--- src/rtl/sipo_deser.sv ---
// Serial-in/parallel-out deserializer: packs WIDTH bits MSB-first into a word
// and hands it downstream over valid/ready, stalling the serial source when full.
module sipo_deser #(
    parameter int unsigned WIDTH = 8
) (
    input  logic             clk,
    input  logic             reset,
    input  logic             bit_in,
    input  logic             bit_valid,
    output logic             bit_ready,
    output logic [WIDTH-1:0] out_data,
    output logic             out_valid,
    input  logic             out_ready
);

    localparam int unsigned CNT_W = $clog2(WIDTH);
    localparam logic [CNT_W-1:0] CNT_LAST = CNT_W'(WIDTH - 1);

    typedef enum logic {
        S_FILL = 1'b0,
        S_WAIT = 1'b1
    } state_t;

    state_t           state;
    state_t           state_nxt;
    logic [WIDTH-1:0] shreg;
    logic [WIDTH-1:0] shreg_nxt;
    logic [WIDTH-1:0] data_nxt;
    logic [WIDTH-1:0] nxt;
    logic [CNT_W-1:0] cnt;
    logic [CNT_W-1:0] cnt_nxt;
    logic             valid_nxt;
    logic             accept;
    logic             last;
    logic             consume;

    // State register
    always_ff @(posedge clk) begin
        if (reset) begin
            state <= S_FILL;
        end else begin
            state <= state_nxt;
        end
    end

    // Next-state: park a completed word in shreg when the output slot is still occupied
    always_comb begin
        state_nxt = state;
        unique case (state)
            S_FILL: begin
                if (bit_valid && (cnt == CNT_LAST) && out_valid && !out_ready) begin
                    state_nxt = S_WAIT;
                end
            end
            S_WAIT: begin
                if (out_ready) begin
                    state_nxt = S_FILL;
                end
            end
            default: state_nxt = S_FILL;
        endcase
    end

    // Outputs and datapath next values
    always_comb begin
        bit_ready = (state == S_FILL);
        accept    = bit_valid && (state == S_FILL);
        last      = (cnt == CNT_LAST);
        consume   = out_valid && out_ready;
        nxt       = {shreg[WIDTH-2:0], bit_in};
        shreg_nxt = shreg;
        cnt_nxt   = cnt;
        data_nxt  = out_data;
        valid_nxt = out_valid;

        // A consume frees the slot unless a new word lands on the same edge
        if (consume) begin
            valid_nxt = 1'b0;
        end

        unique case (state)
            S_FILL: begin
                if (accept) begin
                    shreg_nxt = nxt;
                    if (last) begin
                        cnt_nxt = '0;
                        if (!out_valid || out_ready) begin
                            data_nxt  = nxt;
                            valid_nxt = 1'b1;
                        end
                    end else begin
                        cnt_nxt = cnt + CNT_W'(1);
                    end
                end
            end
            S_WAIT: begin
                if (out_ready) begin
                    data_nxt  = shreg;
                    valid_nxt = 1'b1;
                end
            end
            default: ;
        endcase
    end

    // Datapath registers
    always_ff @(posedge clk) begin
        if (reset) begin
            shreg     <= '0;
            cnt       <= '0;
            out_data  <= '0;
            out_valid <= 1'b0;
        end else begin
            shreg     <= shreg_nxt;
            cnt       <= cnt_nxt;
            out_data  <= data_nxt;
            out_valid <= valid_nxt;
        end
    end

endmodule
--- config.mk ---
export PLATFORM = sky130hd
export DESIGN_NAME = sipo_deser
export DESIGN_NICKNAME = d
export VERILOG_FILES = /design/src/rtl/sipo_deser.sv
export SDC_FILE = /design/constraint.sdc
export NUM_CORES = 1
export LEC_CHECK = 0
export CAP_MARGIN = 10
export CORE_ASPECT_RATIO = 2
export CORE_MARGIN = 2
export CORE_UTILIZATION = 25
export DETAILED_ROUTE_END_ITERATION = 8
export GPL_TIMING_DRIVEN = 0
export PLACE_DENSITY = 0.49
export SLEW_MARGIN = 15
export SYNTH_ARGS = -nofsm -noshare
export SYNTH_HDL_FRONTEND = slang
export SYNTH_SLANG_ARGS = --single-unit
--- constraint.sdc ---
create_clock -name clk -period 1.73 [get_ports clk]
set_clock_uncertainty 0.2 [all_clocks]
set_input_delay 0.346 -clock clk [delete_from_list [all_inputs] [get_ports clk]]
set_output_delay 0.346 -clock clk [all_outputs]
set_load 0.01 [all_outputs]
==> key figures <==
Status
  • Status: complete, no violations

Setup path
  • WP data required: between 1.5 and 2 ns
  • CP Class: flip-flop to flip-flop
  • RR Startpoint: cnt[0]$_SDFFE_PP0P_
  • Worst Setup SP: cnt[0]$_SDFFE_PP0P_
  • Arrival @ worst endpoint: 1.67 ns
  • Worst Setup Start Kind: flip-flop
  • Crit-path max FO: 9
  • Crit. End Element: flip-flop

Cells and area
  • Diode count: 0
  • Fillers: between 400 and 500
  • Util after Layout: 0.332
  • Final Instance Count excl. Fillers: between 150 and 200
  • Nets@finish: around 130
  • Design Area, Final: roughly 1200 µm²
  • Area growth from synthesis to layout: 26.9%
  • Share of layout cells above drive strength 1: 0.197

Clock tree
  • Clock sinks: 21
  • Clock buffer depth: 2
  • Total CTS buffers: 3
  • Root Driver: clkbuf_8
  • CTS HTree Levels: 1
  • CTS tree: built
  • Post-CTS Repair Setup Buffers: 0
  • Reg clk slew, reported paths: ~0.080 ns
  • Clk Latency, worst-skew pair: roughly 0.26 ns

Yosys
  • Seq/Total Area, Yosys: 0.440
  • Post-synthesis average cell area: roughly 9.5 µm²
  • Post-synthesis net count: about 110
  • Distinct cells, synth: 21
  • Synth Register Bits: 21
  • Syn Std Cell Area: between 900 and 1000 µm²
  • Cells after Synth: 100
  • Synthesis warning total: 0

STA
  • Worst-Margin Slew: 0.683 ns
  • Slew Limit Fails: 0
  • Total negative setup slack: 0 ns
  • Final hold violations: 0
  • Final setup vio count: 0
  • Crit share post-route: 0.974
  • RSZ-0062 raised after global routing: no
  • Rel. slew slack: 0.544
  • Max Freq: between 0.5 and 0.6 GHz
  • Tmin final: approximately 1.7 ns
  • Final WS setup: around 0.046 ns

Placed design
  • Routability Congestion: 0.738
  • Buffers on Ports: 14
  • Inst Count DP: about 160
  • HPWL Detailed: between 1.5 and 2 mm
  • Dpl cell area: approximately 1200 µm²
  • Pre-CTS setup slack: -0.209 ns

Floorplan
  • DIE HEIGHT: slightly above 90 µm
  • Core area: ~3600 µm²
  • IO Pins: 15
  • Cell Rows: 31
  • Die width: between 40 and 50 µm
  • Die area: 4360 µm²
  • Initial Util: 0.262

Drt
  • DRT iter0 DRCs: 16
  • Via Count: 741
  • Residual DRC count: 0
  • Antenna-violating nets left: 0
  • Routed WL: about 2.1 mm
  • TritonRoute pass-1 iters: 3
  • Routed wire per std cell: roughly 13 µm
  • Vias per std cell: approximately 4.5

GRT
  • Total grt overflow: 0
  • First-pass GRT wire length: 3.46 mm
  • Gr usage total: 0.107
  • Initial antenna violation count: 0
  • Vias in the first global route: approximately 760
  • Pin count of the biggest net entering global routing: 13

Min path
  • Hold path start: shreg[7]$_SDFFE_PP0P_
  • Worst hold-check path type: flip-flop to flip-flop

Job
  • Max-capacitance violation count: 0

Pwr
  • VDD IR max: around 0.62 mV
  • Register share of total power: 0.568
  • Total internal power: about 670 µW
  • Pleak: between 0.4 and 0.5 nW
  • Gate power share: 0.057
  • PwrDens: between 700 and 800 nW/µm²
  • Clock power share: 0.375
  • Sw Share: 0.231
  • NetSw: 202 µW
cell type report:
class	count	area, µm²	area share
Clock inverter	1	5.00	0.00413
Timing Repair Buffer	14	138	0.114
Buffer	7	58.8	0.0486
Sequential cell	21	423	0.349
Clock buffer	3	41.3	0.0341
Inverter	1	3.75	0.00310
Multi-Input combinational cell	70	480	0.397
Tap cell	49	61.3	0.0506
worst max-delay path, cell delays in order, from the launching register on:
cell	delay, ns
dfxtp_2	0.34
ha_2	0.19
ha_2	0.17
a21o_1	0.16
buf_6	0.14
and2_4	0.19
a211oi_2	0.22
synthesized netlist by cell type:
cell	count	area, µm²
dfxtp_1	21	420
a21oi_1	19	95.1
nand2_1	19	71.3
mux2i_1	10	100
a211oi_2	8	100
buf_6	3	33.8
ha_1	3	37.5
buf_2	2	10.0
clkbuf_1	2	7.51
nor2_1	2	7.51
a21o_1	1	7.51
a31oi_1	1	6.26
and2_4	1	8.76
buf_1	1	3.75
inv_1	1	3.75
nand2b_1	1	6.26
nand3_1	1	5.00
nand3b_1	1	7.51
nor2b_1	1	6.26
nor3_1	1	5.00
o21bai_2	1	11.3
layer usage:
metal / part of all wire / track usage / up-vias
met5: 0 / 0 / -
met1: 0.40 / 0.130 / 344
met2: 0.55 / 0.177 / 12
li1: - / - / 381
met3: 0.029 / 0.0119 / 4
met4: 0.016 / 0.0473 / 0
worst paths after layout:
kind / to / slack (ns) / cells after the start
hold / removal: shreg[7]$_SDFFE_PP0P_ / 0.26 / 2
setup / recovery: out_data[1]$_SDFFE_PP0P_ / 0.05 / 6
setup reg to reg: out_data[1]$_SDFFE_PP0P_ / 0.05 / 6
hold reg to reg: shreg[7]$_SDFFE_PP0P_ / 0.26 / 2
power by group through the flow:
stage	sequential (mW)	clock [mW]	combinational (mW)
detailed placement	0.507	0	0.0507
global route	0.497	0.353	0.0555
finish	0.496	0.327	0.0502
CTS	0.496	0.336	0.0509
floorplan	0.505	0	0.0296
global placement	0.506	0	0.0494
layout by cell type (no fill, tap or decap):
cell type and count:
a21o_1 1, nor3_1 1, dlymetal6s2s_1 1, inv_1 1, and2_4 1, ha_1 1
mux2i_1 10, clkdlybuf4s50_1 12, nor2_1 2, nand3b_1 1, nand3_1 1, clkbuf_2 1
buf_6 2, a21oi_1 19, clkbuf_1 2, nand2b_1 1, clkbuf_8 3, buf_1 1
dfxtp_1 19, nand2_1 19, o21bai_2 1, buf_12 1, a211oi_2 8, ha_2 2
a31oi_1 1, dfxtp_2 2, buf_2 1, nor2b_1 1, clkinv_2 1
stage by stage:
| stage | total power [mW] | hold slack, ns |
|---|---|---|
| final | 0.873 | 0.261 |
| after global routing | 0.905 | 0.281 |
| after CTS | 0.883 | 0.264 |
| after detailed placement | 0.557 | 0.251 |
| after global placement | 0.556 | 0.244 |
| after floorplan | 0.535 | 0.211 |
registers in the layout, summed over array words and instances, names as in the netlist:
register / count
cnt: 3
shreg: 8
out_valid: 1
state: 1
out_data: 8
cells by family (layout without fill, tap and decap cells):
kind of cell,Yosys count,after routing,synth area share
compound gates,30,30,0.231
fa+ha+maj,3,3,0.0393
buf+inv,9,26,0.0616
flops,21,21,0.440
mux,10,10,0.105
simple gates,27,27,0.123
timing repair:
item / CTS / global route
pin swaps: 1 / 0
endpoints found under the setup margin: 10 / 2
resized for setup: 9 / 3
hold buffers: 0 / 0
No activity file was read; power rests on OpenSTA's default activity.
